<file path="src/rtl/tff_mod_counter_pkg.sv">
// Shared helpers for the toggle-flip-flop counter family: width math and
// parameter legality checks evaluated at elaboration time.
package tff_mod_counter_pkg;

    // Smallest n with 2**n >= v (returns 0 for v <= 1).
    function automatic int unsigned clog2(input int unsigned v);
        int unsigned n;
        longint unsigned p;
        n = 0;
        p = 64'd1;
        while (p < longint'(v)) begin
            p = p << 1;
            n = n + 1;
        end
        return n;
    endfunction

    // 2**w computed wide enough that w up to 63 does not overflow.
    function automatic longint unsigned pow2(input int unsigned w);
        return 64'd1 << w;
    endfunction

    function automatic bit params_ok(input int unsigned width,
                                     input int unsigned modulus,
                                     input int unsigned reset_val);
        bit ok;
        ok = 1'b1;
        if (width < 1) ok = 1'b0;
        if (modulus < 2) ok = 1'b0;
        if (longint'(modulus) > pow2(width)) ok = 1'b0;
        if (reset_val >= modulus) ok = 1'b0;
        return ok;
    endfunction

endpackage

</file>
<file path="src/rtl/tff_bit.sv">
// One toggle flip-flop with asynchronous active-low reset to a per-bit value.
// Provides true and complement outputs.
module tff_bit (
    input  logic clk,
    input  logic reset,
    input  logic rst_val,
    input  logic t,
    output logic q,
    output logic qn
);

    logic q_q;

    always_ff @(posedge clk or negedge reset) begin
        if (!reset) begin
            q_q <= rst_val;
        end else if (t) begin
            q_q <= ~q_q;
        end
    end

    assign q  = q_q;
    assign qn = ~q_q;

endmodule

</file>
<file path="src/rtl/tff_mod_counter.sv">
// Modulo-N up/down counter assembled from per-bit toggle flip-flops, with
// synchronous saturating load, combinational terminal count and a wrap pulse.
module tff_mod_counter
    import tff_mod_counter_pkg::*;
#(
    parameter int unsigned WIDTH     = 4,
    parameter int unsigned MODULUS   = 16,
    parameter int unsigned RESET_VAL = 0
) (
    input  logic             clk,
    input  logic             reset,
    input  logic             en,
    input  logic             up,
    input  logic             load,
    input  logic [WIDTH-1:0] d,
    output logic [WIDTH-1:0] q,
    output logic [WIDTH-1:0] qn,
    output logic             tc,
    output logic             wrap
);

    localparam int unsigned    W1      = WIDTH + 1;
    localparam logic [WIDTH:0] ModMax  = W1'(MODULUS - 1);
    localparam logic [WIDTH:0] ModVal  = W1'(MODULUS);
    localparam logic [WIDTH-1:0] RstVec = WIDTH'(RESET_VAL);

    if (!params_ok(WIDTH, MODULUS, RESET_VAL)) begin : g_bad_params
        $error("tff_mod_counter: illegal WIDTH=%0d MODULUS=%0d RESET_VAL=%0d",
               WIDTH, MODULUS, RESET_VAL);
    end

    // One extra bit keeps q+1 and the MODULUS compare exact when MODULUS == 2**WIDTH.
    logic [WIDTH:0]   q_ext;
    logic [WIDTH:0]   d_ext;
    logic [WIDTH:0]   d_sat;
    logic [WIDTH:0]   q_next;
    logic [WIDTH-1:0] t;
    logic             at_max;
    logic             at_zero;
    logic             unused_q_next_msb;

    assign q_ext   = {1'b0, q};
    assign d_ext   = {1'b0, d};
    assign d_sat   = (d_ext < ModVal) ? d_ext : ModMax;
    assign at_max  = (q_ext == ModMax);
    assign at_zero = (q_ext == '0);

    always_comb begin
        q_next = q_ext;
        if (load) begin
            q_next = d_sat;
        end else if (en) begin
            if (up) begin
                q_next = at_max ? '0 : q_ext + W1'(1);
            end else begin
                q_next = at_zero ? ModMax : q_ext - W1'(1);
            end
        end
    end

    // Reachable q_next never exceeds MODULUS-1, so the top bit is always zero.
    assign unused_q_next_msb = q_next[WIDTH];
    assign t                 = q ^ q_next[WIDTH-1:0];

    for (genvar i = 0; i < WIDTH; i++) begin : g_bit
        tff_bit u_bit (
            .clk     (clk),
            .reset   (reset),
            .rst_val (RstVec[i]),
            .t       (t[i]),
            .q       (q[i]),
            .qn      (qn[i])
        );
    end

    assign tc = en & ~load & ((up & at_max) | (~up & at_zero));

    always_ff @(posedge clk or negedge reset) begin
        if (!reset) begin
            wrap <= 1'b0;
        end else begin
            wrap <= tc;
        end
    end

endmodule

</file>
<file path="config.mk">
export PLATFORM = sky130hd
export DESIGN_NAME = tff_mod_counter
export DESIGN_NICKNAME = d
export VERILOG_FILES = /design/src/rtl/tff_mod_counter_pkg.sv /design/src/rtl/tff_bit.sv /design/src/rtl/tff_mod_counter.sv
export SDC_FILE = /design/constraint.sdc
export NUM_CORES = 1
export LEC_CHECK = 0
export ABC_AREA = 1
export CAP_MARGIN = 25
export CORE_AREA = 2 2 39 41
export CTS_BUF_LIST = sky130_fd_sc_hd__clkbuf_8
export CTS_CLUSTER_SIZE = 24
export DETAILED_ROUTE_END_ITERATION = 7
export DIE_AREA = 0 0 41 43
export MAX_ROUTING_LAYER = met4
export PLACE_DENSITY = 0.61
export REMOVE_ABC_BUFFERS = 1
export SYNTH_ARGS = -nofsm -noshare
export SYNTH_HDL_FRONTEND = slang
export SYNTH_SLANG_ARGS = --single-unit
</file>
<file path="constraint.sdc">
create_clock -name clk -period 1.8 [get_ports clk]
set_input_delay 0.36 -clock clk [delete_from_list [all_inputs] [get_ports clk]]
set_output_delay 0.36 -clock clk [all_outputs]
set_load 0.01 [all_outputs]
</file>
======== Word-level counts from Yosys, hierarchy flattened ========
Index checks and enable logic that the tools add are counted.
word-level totals
  flip-flop bits (word level) ............. 5
  input port bits ......................... 9
  output and inout bits ................... 10
  logic and storage cells ................. 28
cells by class
  magnitude comparators ................... 1
  reduce and logical (&&, ||, !) cells .... 1
  add/subtract/negate cells ............... 2
  bitwise gates (word level) .............. 12
  equal/unequal tests ..................... 1
  multiplexer cells ....................... 6
operators by type and width
  kind                   count
  $mux W4                6
  $not A1 Y1             6
  $logic_not A5 Y1       1
  $lt A4 B5 Y1 const B   1
  $add A4 B1 Y4 const B  1
  $and A1 B1 Y1          4
  $eq A4 B4 Y1 const B   1
  $sub A4 B1 Y4 const B  1
  $xor A4 B4 Y4          1
  $or A1 B1 Y1           1

======== Logic depth before layout (Yosys ltp) ========
  depth after elaboration ................. 6
  mapped depth ............................ 8
  mapped depth without buffers ............ 8

======== Worst setup path before layout ========
No wires, ideal clock.
  kind .................................... register to output
  start point ............................. register g_bit[0].u_bit.q_q
  end point ............................... output tc
  arrival time ............................ 1.252 ns
  slack ................................... 0.188 ns
  stages on the path, launching flop included .. 7
  buffers on the path ..................... 0
  data required time ...................... 1.440 ns
  cell sequence ........................... dfrtp_1 > inv_1 > ha_1 > nand3_1 > nand2_1 > nand2_1 > a211oi_1
on the way
  cells in the longest elaborated chain, start to end .. 4
  elaborated cells on any way between the ends .. 6
  those cells by class .................... 1 x eq/ne; 4 x bitwise; 1 x reduce/logical
ends and longest elaborated chain
  item                                                     RTL line                                      RTL
  from (decl)                                              tff_bit.sv:12                                 logic q_q;
  from (signal assigned)                                   tff_bit.sv:16                                 q_q <= rst_val;
  from (signal assigned)                                   tff_bit.sv:18                                 q_q <= ~q_q;
  $eq A4 B4 Y1 / $logic_not A5 Y1 (equally long branches)  tff_mod_counter.sv:45, tff_mod_counter.sv:46
  $and A1 B1 Y1                                            tff_mod_counter.sv:76                         assign tc = en & ~load & ((up & at_max) | (~up & at_zero));
  $or A1 B1 Y1 *                                           tff_mod_counter.sv:76
  $and A1 B1 Y1 *                                          tff_mod_counter.sv:76
  to (decl)                                                tff_mod_counter.sv:18                         output logic tc,
Mark *: on every way between the ends. The rest lies on a longest branch, timed or not.

======== Worst setup path in the final report ========
Ends and elaborated chain as after synthesis.

==> metrics <==
final instance area=821 um^2; endpoints failing setup=1; critical path class=reg2out; failing checks=setup timing; worst reg2reg setup slack=0.33 ns; Routed wire per std cell=12.0 um; Nets=109; Core Box Area=1380 um^2; non-filler cells in the finished layout=113; vias per cell=4.58; Worst setup EP type=output port; Hold Vio Cnt, Final=0; GR Layer Usage met2=31.3%; final setup TNS=-0.0413 ns; multi-input logic area=258 um^2; RSZ-0062 raised after global routing=yes; share of cells above drive strength 1=41.2%; clock latency at the later pin of the worst-skew pair=0.22 ns; vias=517; worst clock skew=0.00352 ns; vias in the first global route=519; CTS Buf Count=3; status=complete, but fails checks; R2R depth=10; gr ovfl total=0; # clock sinks=5; worst setup margin=-0.0413 ns; GRT Total Usage=19.7%; Reg area=125 um^2; hold buffers post-CTS=0; GRT Max-Usage Layer=met2; drc violations=0; post-route minimum period=1.84 ns; CP Launch Point=g_bit[0].u_bit.q$_DFFE_PN0P_; synth unique cells=18; final wirelength=1360 um; Layout area overhead=92.4%; worst-margin pin slew=0.254 ns; Final Max Slew Viols=0; placed insts=103; met1 global-route usage=21.6%; Worst IR Drop VDD=0.000370 V; Yosys reg bits=5; Worst R2R End=g_bit[2].u_bit.q$_DFFE_PN0P_; initial antenna violation count=0; Initial Util=30.8%; FMAX=543 MHz; r2r startpoint=g_bit[0].u_bit.q$_DFFE_PN0P_; largest net degree at the start of global routing=6; Avg Cell Area, Syn=6.99 um^2; most frequent cells in the layout=21 x buf_4, 16 x clkdlybuf4s50_1, 14 x nand2_1; TritonCTS clock tree=done; Placed Area=687 um^2; mapped cell area=427 um^2; clock root cell=clkbuf_8; full die area=1760 um^2; Clock Path Buffers=2; Worst EP arrival=1.48 ns; Mapped Cells=61; # IOs=19; row cnt=14; PwrDens=745 nW/um^2; leak pwr=0.407 nW; DP HPWL=945 um; Fillers=128; Buffers on Ports=18; number of diodes=0; Worst-path clk slew=0.04 ns; post-detailed-route count of antenna-violating nets=0; H-tree level count=1; Chip Height=43 um; iteration-0 DRC count of the detailed router=13; final worst-path cycle share=102%; Yosys warnings=0; commonest non-fill, non-tap cell in the layout=buf_4; CP required=1.44 ns; max-cap check violation count=0; post-synthesis sequential area ratio=29.3%; CP startpoint kind=flip-flop; first-pass GRT wire length=2150 um; Hold Path Class=in2async; max_slew headroom=83.0%; Critical Path End=tc; Place WS=-0.424 ns; GP Congestion=0.854; worst-path maximum fanout=3; Initial DRT Pass Iterations=4; grt met3 use=1.57%; chip width=41 um
layer usage:
metal  share of wire (%)  vias up
li1                    -      259
met1                  40      235
met2                  52       19
met3                 4.1        4
met4                 3.4        0
met5                   0        -
metrics by stage:
step | total power (W) | utilization [%] | hold slack, ns
after global placement | 0.000365 | 49.6 | 0.587
after floorplan | 0.000223 | - | 0.0644
final | 0.000612 | 59.3 | 0.350
after global routing | 0.000648 | 59.3 | 0.367
after detailed placement | 0.000366 | 49.6 | 0.593
after CTS | 0.000604 | 57.9 | 0.358
Yosys cell counts, drive strengths merged:
cell    instances  share of area, %
nand2          15                13
buf             8                14
inv             7               6.2
nand3           6               7.0
nor2            6               5.9
dfrtp           5                29
a21oi           4               5.6
o21ai           4               5.6
ha              2               5.9
a211oi          1               1.8
nand4           1               1.5
xnor2           1               2.1
xor2            1               2.1
worst min path at each step:
| stage | from | to | cells past startpoint |
|---|---|---|---|
| after floorplan | reset | g_bit[0].u_bit.q$_DFFE_PN0P_ | 0 |
| after detailed placement | reset | g_bit[0].u_bit.q$_DFFE_PN0P_ | 1 |
| after CTS | reset | wrap$_DFF_PN0_ | 1 |
| after global routing | reset | g_bit[1].u_bit.q$_DFFE_PN0P_ | 1 |
| final | reset | wrap$_DFF_PN0_ | 1 |
| after global placement | reset | g_bit[0].u_bit.q$_DFFE_PN0P_ | 1 |
critical path, stage by stage, from the launching register on:
cell and delay [ns]:
dfrtp_1 0.42, inv_2 0.10, ha_4 0.13, nand3_2 0.06
nand2_1 0.08, nand2_2 0.06, a211oi_2 0.23, buf_2 0.19
cell families after synthesis:
| family | share of synthesized area, % |
|---|---|
| simple gates | 27.6 |
| buf+inv | 20.2 |
| compound gates | 12.9 |
| flops | 29.3 |
| xor+xnor | 4.11 |
| fa+ha+maj | 5.86 |
sequential cells by signal (all words and copies together), names as in the netlist:
name,count
g_bit.u_bit.q,4
wrap,1
where the power goes:
| group | internal [W] | switching [W] | total [W] | leakage, nW |
|---|---|---|---|---|
| registers | 0.000125 | 0.0000139 | 0.000139 | 0.0600 |
| clock network | 0.000147 | 0.0000598 | 0.000206 | 0.0269 |
| logic | 0.000153 | 0.000114 | 0.000267 | 0.320 |
| total | 0.000424 | 0.000187 | 0.000612 | 0.407 |
timing repair:
action,CTS,global route
setup endpoints to repair,1,1
buffers inserted,4,2
resized for setup,14,2
pin swaps,4,1
endpoints found under the hold margin,0,0
final cells by class:
class                      count  area share (%)
sequential                     5            15.2
inverter                       7            3.20
clock buffer                   3            5.03
timing repair buffer          40            42.2
multi-input combinational     41            31.4
tap                           16            2.44
clock inverter                 1           0.457
(Power assumes the default switching activity.)
